===== src/rtl/dffram_mp_if.sv =====
// Bus bundle for dffram_mp: clear control, byte-masked write port and NRD read ports.
interface dffram_mp_if #(
  parameter int DWIDTH = 24,
  parameter int AWIDTH = 6,
  parameter int NRD    = 2
);
  logic                   clr;
  logic                   busy;
  logic                   we;
  logic [DWIDTH/8-1:0]    wmask;
  logic [AWIDTH-1:0]      adr_w;
  logic [DWIDTH-1:0]      dat_i;
  logic [DWIDTH-1:0]      dat_o;
  logic [NRD-1:0]         re;
  logic [NRD*AWIDTH-1:0]  adr_r;
  logic [NRD*DWIDTH-1:0]  dat_r;
  logic [NRD-1:0]         rd_valid;

  modport master (
    output clr, we, wmask, adr_w, dat_i, re, adr_r,
    input  busy, dat_o, dat_r, rd_valid
  );

  modport slave (
    input  clr, we, wmask, adr_w, dat_i, re, adr_r,
    output busy, dat_o, dat_r, rd_valid
  );
endinterface


===== src/rtl/dffram_mp.sv =====
// Multi-read-port flop RAM with byte-masked write, read-before-write readback and clear sweep.
// Define DFFRAM_BYPASS_EN for write-first forwarding on same-cycle read/write hits.
//
// state | meaning
// CLEAR | sweep zeroes word ptr each cycle; write/read ports ignored, busy=1
// IDLE  | normal operation
module dffram_mp #(
  parameter int DWIDTH = 24,
  parameter int AWIDTH = 6,
  parameter int DEPTH  = 64,
  parameter int NRD    = 2
) (
  input logic        clk,
  input logic        rst_n,
  dffram_mp_if.slave bus
);
  localparam int NB = DWIDTH / 8;

  typedef enum logic {CLEAR, IDLE} state_t;

  state_t              state_q, state_d;
  logic [AWIDTH-1:0]   ptr_q, ptr_d;
  logic [DWIDTH-1:0]   mem [DEPTH];
  logic [DWIDTH-1:0]   wr_old, wr_new;
  logic                wr_ok;
  logic [DWIDTH-1:0]   rd_word [NRD];
  logic [DWIDTH-1:0]   dat_o_q;
  logic [NRD*DWIDTH-1:0] dat_r_q;
  logic [NRD-1:0]      vld_q;

  function automatic logic in_range(input logic [AWIDTH-1:0] a);
    return 32'(a) < 32'(DEPTH);
  endfunction

  always_comb begin
    state_d = state_q;
    ptr_d   = ptr_q;
    case (state_q)
      CLEAR: begin
        if (bus.clr) begin
          ptr_d = '0;
        end else if (ptr_q == AWIDTH'(DEPTH - 1)) begin
          state_d = IDLE;
          ptr_d   = '0;
        end else begin
          ptr_d = ptr_q + AWIDTH'(1);
        end
      end
      IDLE: begin
        if (bus.clr) begin
          state_d = CLEAR;
          ptr_d   = '0;
        end
      end
      default: begin
        state_d = CLEAR;
        ptr_d   = '0;
      end
    endcase
  end

  assign bus.busy = (state_q == CLEAR);

  // Merged word is shared by the array update and the optional forwarding path.
  always_comb begin
    wr_old = in_range(bus.adr_w) ? mem[bus.adr_w] : '0;
    wr_new = wr_old;
    for (int k = 0; k < NB; k++) begin
      if (bus.wmask[k]) wr_new[8*k +: 8] = bus.dat_i[8*k +: 8];
    end
    wr_ok = rst_n && (state_q == IDLE) && bus.we && in_range(bus.adr_w);
  end

  always_comb begin
    for (int i = 0; i < NRD; i++) begin
      rd_word[i] = in_range(bus.adr_r[i*AWIDTH +: AWIDTH]) ?
                   mem[bus.adr_r[i*AWIDTH +: AWIDTH]] : '0;
`ifdef DFFRAM_BYPASS_EN
      if (wr_ok && (bus.adr_r[i*AWIDTH +: AWIDTH] == bus.adr_w)) rd_word[i] = wr_new;
`endif
    end
  end

  // Storage has no reset; the sweep is what guarantees zero contents.
  always_ff @(posedge clk) begin
    if (rst_n && (state_q == CLEAR)) begin
      mem[ptr_q] <= '0;
    end else if (wr_ok) begin
      mem[bus.adr_w] <= wr_new;
    end
  end

  always_ff @(posedge clk) begin
    if (!rst_n) begin
      state_q <= CLEAR;
      ptr_q   <= '0;
      dat_o_q <= '0;
      dat_r_q <= '0;
      vld_q   <= '0;
    end else begin
      state_q <= state_d;
      ptr_q   <= ptr_d;
      if (state_q == IDLE) begin
        dat_o_q <= wr_old;
        vld_q   <= bus.re;
        for (int i = 0; i < NRD; i++) begin
          if (bus.re[i]) dat_r_q[i*DWIDTH +: DWIDTH] <= rd_word[i];
        end
      end else begin
        vld_q <= '0;
      end
    end
  end

  assign bus.dat_o    = dat_o_q;
  assign bus.dat_r    = dat_r_q;
  assign bus.rd_valid = vld_q;
endmodule

===== src/flat_wrapper.sv =====
// flat-port wrapper written by rule: the top's interface ports become plain ports
module dffram_mp_flat 
#(
  parameter int DWIDTH = 24,
  parameter int AWIDTH = 6,
  parameter int DEPTH  = 64,
  parameter int NRD    = 2
)
  (clk, rst_n, bus_clr, bus_we, bus_wmask, bus_adr_w, bus_dat_i, bus_re, bus_adr_r, bus_busy, bus_dat_o, bus_dat_r, bus_rd_valid);
  dffram_mp_if #(.DWIDTH(DWIDTH), .AWIDTH(AWIDTH), .NRD(NRD)) bus_i ();
  input logic clk;
  input logic rst_n;
  input wire logic [$bits(bus_i.clr)-1:0] bus_clr;
  input wire logic [$bits(bus_i.we)-1:0] bus_we;
  input wire logic [$bits(bus_i.wmask)-1:0] bus_wmask;
  input wire logic [$bits(bus_i.adr_w)-1:0] bus_adr_w;
  input wire logic [$bits(bus_i.dat_i)-1:0] bus_dat_i;
  input wire logic [$bits(bus_i.re)-1:0] bus_re;
  input wire logic [$bits(bus_i.adr_r)-1:0] bus_adr_r;
  output wire logic [$bits(bus_i.busy)-1:0] bus_busy;
  output wire logic [$bits(bus_i.dat_o)-1:0] bus_dat_o;
  output wire logic [$bits(bus_i.dat_r)-1:0] bus_dat_r;
  output wire logic [$bits(bus_i.rd_valid)-1:0] bus_rd_valid;
  assign bus_i.clr = bus_clr;
  assign bus_i.we = bus_we;
  assign bus_i.wmask = bus_wmask;
  assign bus_i.adr_w = bus_adr_w;
  assign bus_i.dat_i = bus_dat_i;
  assign bus_i.re = bus_re;
  assign bus_i.adr_r = bus_adr_r;
  assign bus_busy = bus_i.busy;
  assign bus_dat_o = bus_i.dat_o;
  assign bus_dat_r = bus_i.dat_r;
  assign bus_rd_valid = bus_i.rd_valid;
  dffram_mp #(.DWIDTH(DWIDTH), .AWIDTH(AWIDTH), .DEPTH(DEPTH), .NRD(NRD)) u_core (.clk(clk), .rst_n(rst_n), .bus(bus_i));
endmodule

===== config.mk =====
export PLATFORM = sky130hd
export DESIGN_NAME = dffram_mp_flat
export DESIGN_NICKNAME = d
export VERILOG_FILES = /design/src/rtl/dffram_mp_if.sv /design/src/rtl/dffram_mp.sv /design/src/flat_wrapper.sv
export SDC_FILE = /design/constraint.sdc
export NUM_CORES = 2
export LEC_CHECK = 0
export CAP_MARGIN = 20
export CORE_MARGIN = 2
export CORE_UTILIZATION = 50
export DETAILED_ROUTE_END_ITERATION = 8
export PLACE_DENSITY = 0.66
export SLEW_MARGIN = 20
export SYNTH_ARGS = -nofsm -noshare
export SYNTH_HDL_FRONTEND = slang
export SYNTH_SLANG_ARGS = --single-unit

===== constraint.sdc =====
create_clock -name clk -period 5.5 [get_ports clk]
set_input_delay 1.375 -clock clk [delete_from_list [all_inputs] [get_ports clk]]
set_output_delay 1.375 -clock clk [all_outputs]
set_load 0.01 [all_outputs]

==> impl_metrics.env <==
export IMPL_crit_chain="clkdlybuf4s50_1 -> nand4bb_4 -> buf_4 -> buf_4 -> o22ai_1 -> o41ai_1 -> buf_4 -> o21ai_4 -> buf_12"
export IMPL_cp_common_cell="buf_4"
export IMPL_avgRoutedWirePerCell_um=43.34
export IMPL_grt_max_degree=89
export IMPL_total_power_mw=27.68
export IMPL_synth_most_common_cell="edfxtp_1"
export IMPL_post_drt_via_cell_ratio=7.620
export IMPL_cts_sinks=1617
export IMPL_netlist_top_cells_count="1536 x edfxtp_1, 1154 x mux2i_1, 672 x mux4_2"
export IMPL_hold_class="flip-flop to flip-flop"
export IMPL_totalWireLength_um=359700
export IMPL_finClkSkew_ns=0.03009
export IMPL_p_int_mw=21.15
export IMPL_vias=63227
export IMPL_fin_nets=5885
export IMPL_slew_headroom=0.2310
export IMPL_crit_path_start_kind="input pin"
export IMPL_grt_pass1_wl_um=486000
export IMPL_worstSetupPathType="input pin to flip-flop"
export IMPL_setup_slack_ns=1.127
export IMPL_grt_pass1_vias=59412
export IMPL_finalNonFillerCells=8298
export IMPL_synth_warning_count=0
export IMPL_initial_core_util=0.5031
export IMPL_antenna_found_initial=22
export IMPL_drtIter0Drc=11577
export IMPL_slowest_stage="clkdlybuf4s50_1"
export IMPL_die_y_um=419.5
export IMPL_cp_end_kind="flip-flop"
export IMPL_syn_avg_cell_area_um2=15.22
export IMPL_tightest_slew_ns=1.150
export IMPL_dp_cells=7973
export IMPL_slew_viol_final=0
export IMPL_outcome="complete, no violations"
export IMPL_synth_edf_count=1536
export IMPL_power_density_nw_per_um2=279.2
export IMPL_arrival_ns=5.03
export IMPL_grt_overflow_total=0
export IMPL_crit_path_max_fanout=36
export IMPL_synth_seq_cells=1617
export IMPL_cp_top_family="buffers and inverters"
export IMPL_core_rowCount=152
export IMPL_synthesis_nets=5722
export IMPL_hold_buffers=0
export IMPL_insertion_delay_ns=0.86
export IMPL_area_growth_pct=14.88
export IMPL_finalSetupViolCount=0
export IMPL_ant_nets=0
export IMPL_final_area_um2=99150
export IMPL_post_route_drc_count=0
export IMPL_synthCells=5670
export IMPL_first_pass_iters=6
export IMPL_cts_root_buf="clkbuf_16"
export IMPL_yosysUniqueCellTypes=43
export IMPL_finalCritPeriodShare=0.7951
export IMPL_dieWidth_um=419.5
export IMPL_cts_resized=0
export IMPL_p_switching_mw=6.539
export IMPL_clkPwrFrac=0.440
export IMPL_drive_gt1_frac=0.2385
export IMPL_layout_min_cycle_time_ns=4.373
export IMPL_numCtsBuffers=168
export IMPL_clk_pin_slew_ns=0.07
export IMPL_gp_congestion=1.064
export IMPL_seq_area_frac_synth=0.5532
export IMPL_irDropWorstVdd_v=0.0003350
export IMPL_place_ws_ns=0.4997
export IMPL_worstPathRequired_ns=6.16
export IMPL_synthTopCellsByArea="edfxtp_1 53%, mux4_2 18%, mux2i_1 13%"
export IMPL_synth_area_um2=86310
export IMPL_cts_tree="done"
export IMPL_hpwl_um=242100
export IMPL_placed_cell_area_um2=93320
export IMPL_synth_area_leader_cell="edfxtp_1"
export IMPL_cpPeakStageDelay_ns=0.85
export IMPL_max_freq_mhz=228.7
export IMPL_final_hold_violation_count=0
export IMPL_die_area_um2=176000
export IMPL_crit_buf_inv=5
export IMPL_finalSetupTns_ns=0
export IMPL_synth_top_cell_area_share=0.5344
export IMPL_post_cts_repair_setup_buffers=0
export IMPL_numPortBuffers=125
export IMPL_cts_htree_levels=4
export IMPL_core_area_um2=171500
export IMPL_cts_buffer_depth=3
export IMPL_async_reset_ff_frac=0
export IMPL_power_frac_seq=0.480
export IMPL_switching_share=0.2362
export IMPL_rsz0062_at_grt="false"
export IMPL_ios=126
export IMPL_fill_cells=13262
export IMPL_p_leak_nw=36.47
export IMPL_grt_total_usage=0.4050
export IMPL_ys_flop_type="edfxtp_1"
export IMPL_combPwrFrac=0.079
export IMPL_cap_violations=0
metal layers:
metal	track usage	vias up	wire length, µm	share of wire
met3	0.1867	1232	62140	0.17
met4	0.2292	24	25980	0.072
met2	0.5691	6106	150200	0.42
li1	-	23856	-	-
met1	0.5156	32009	120900	0.34
met5	0.01278	-	414	0.0012
worst min-delay path, cell delays in order, from the launching register on:
cell	delay, ns
dfxtp_1	0.33
nand2_1	0.05
nand3_1	0.07
cells by family after synthesis:
logic type,after synthesis,synth area share
buffers and inverters,497,0.02635
AOI/OAI and AO/OA,815,0.06290
muxes,1826,0.3092
DFF,1617,0.5532
xor gates and xnor gates,2,0.0002030
adders and majority gates,1,0.0001449
and+or+nand+nor,912,0.04804
flip-flops by register name (all words and copies together) (netlist names):
signal	count
u_core.mem	1536
u_core.bus.dat_r	48
u_core.bus.dat_o	24
u_core.ptr_q	6
u_core.bus.rd_valid	2
u_core.state_q	1
cell type report:
| cell class | instances | area, µm² | share of cell area |
|---|---|---|---|
| multi-input combinational | 3556 | 37290 | 0.3761 |
| tap | 2310 | 2890 | 0.02915 |
| antenna | 10 | 25.02 | 0.0002524 |
| timing repair buffer | 487 | 5380 | 0.05426 |
| sequential | 1617 | 47750 | 0.4815 |
| inverter | 3 | 11.26 | 0.0001136 |
| clock buffer | 232 | 4657 | 0.04697 |
| clock inverter | 83 | 1154 | 0.01163 |
power groups by stage:
stage / logic, mW / clock network (mW) / registers, mW
final: 2.20 / 12.2 / 13.3
after global routing: 2.21 / 12.6 / 13.3
after CTS: 2.11 / 12.2 / 13.3
after detailed placement: 2.10 / 0 / 13.6
after global placement: 2.09 / 0 / 13.6
after floorplan: 1.27 / 0 / 13.6
final timing paths:
check,startpoint,to,slack [ns],cells past startpoint
worst max-delay path,bus_adr_w[4],u_core.mem[16][13],1.13,9
worst min-delay path,u_core.bus.dat_r[21],u_core.bus.dat_r[21],0.48,2
worst max register to register,u_core.state_q,u_core.mem[33][9],1.80,6
worst min register to register,u_core.bus.dat_r[21],u_core.bus.dat_r[21],0.48,2
stage by stage:
| stage | util | hold slack (ns) |
|---|---|---|
| after floorplan | - | 0.4946 |
| after global placement | 0.5440 | 0.4650 |
| after detailed placement | 0.5440 | 0.4643 |
| after CTS | 0.5778 | 0.4802 |
| after global routing | 0.5778 | 0.5021 |
| final | 0.5780 | 0.4765 |
layout by cell type (no fill, tap or decap), types with 74 or more instances in the layout:
master,Yosys,layout
nand4_1,74,74
clkbuf_16,0,170
edfxtp_1,1536,1536
dfxtp_1,81,81
a22oi_1,384,384
buf_12,0,112
buf_4,4,254
nand2_1,316,316
nand3_1,248,248
mux2i_1,1154,1154
mux4_2,672,672
clkdlybuf4s50_1,0,115
nor2_1,174,103
o22ai_1,144,144
a21oi_1,147,147
Note: power is estimated with default switching activity, not from simulation.
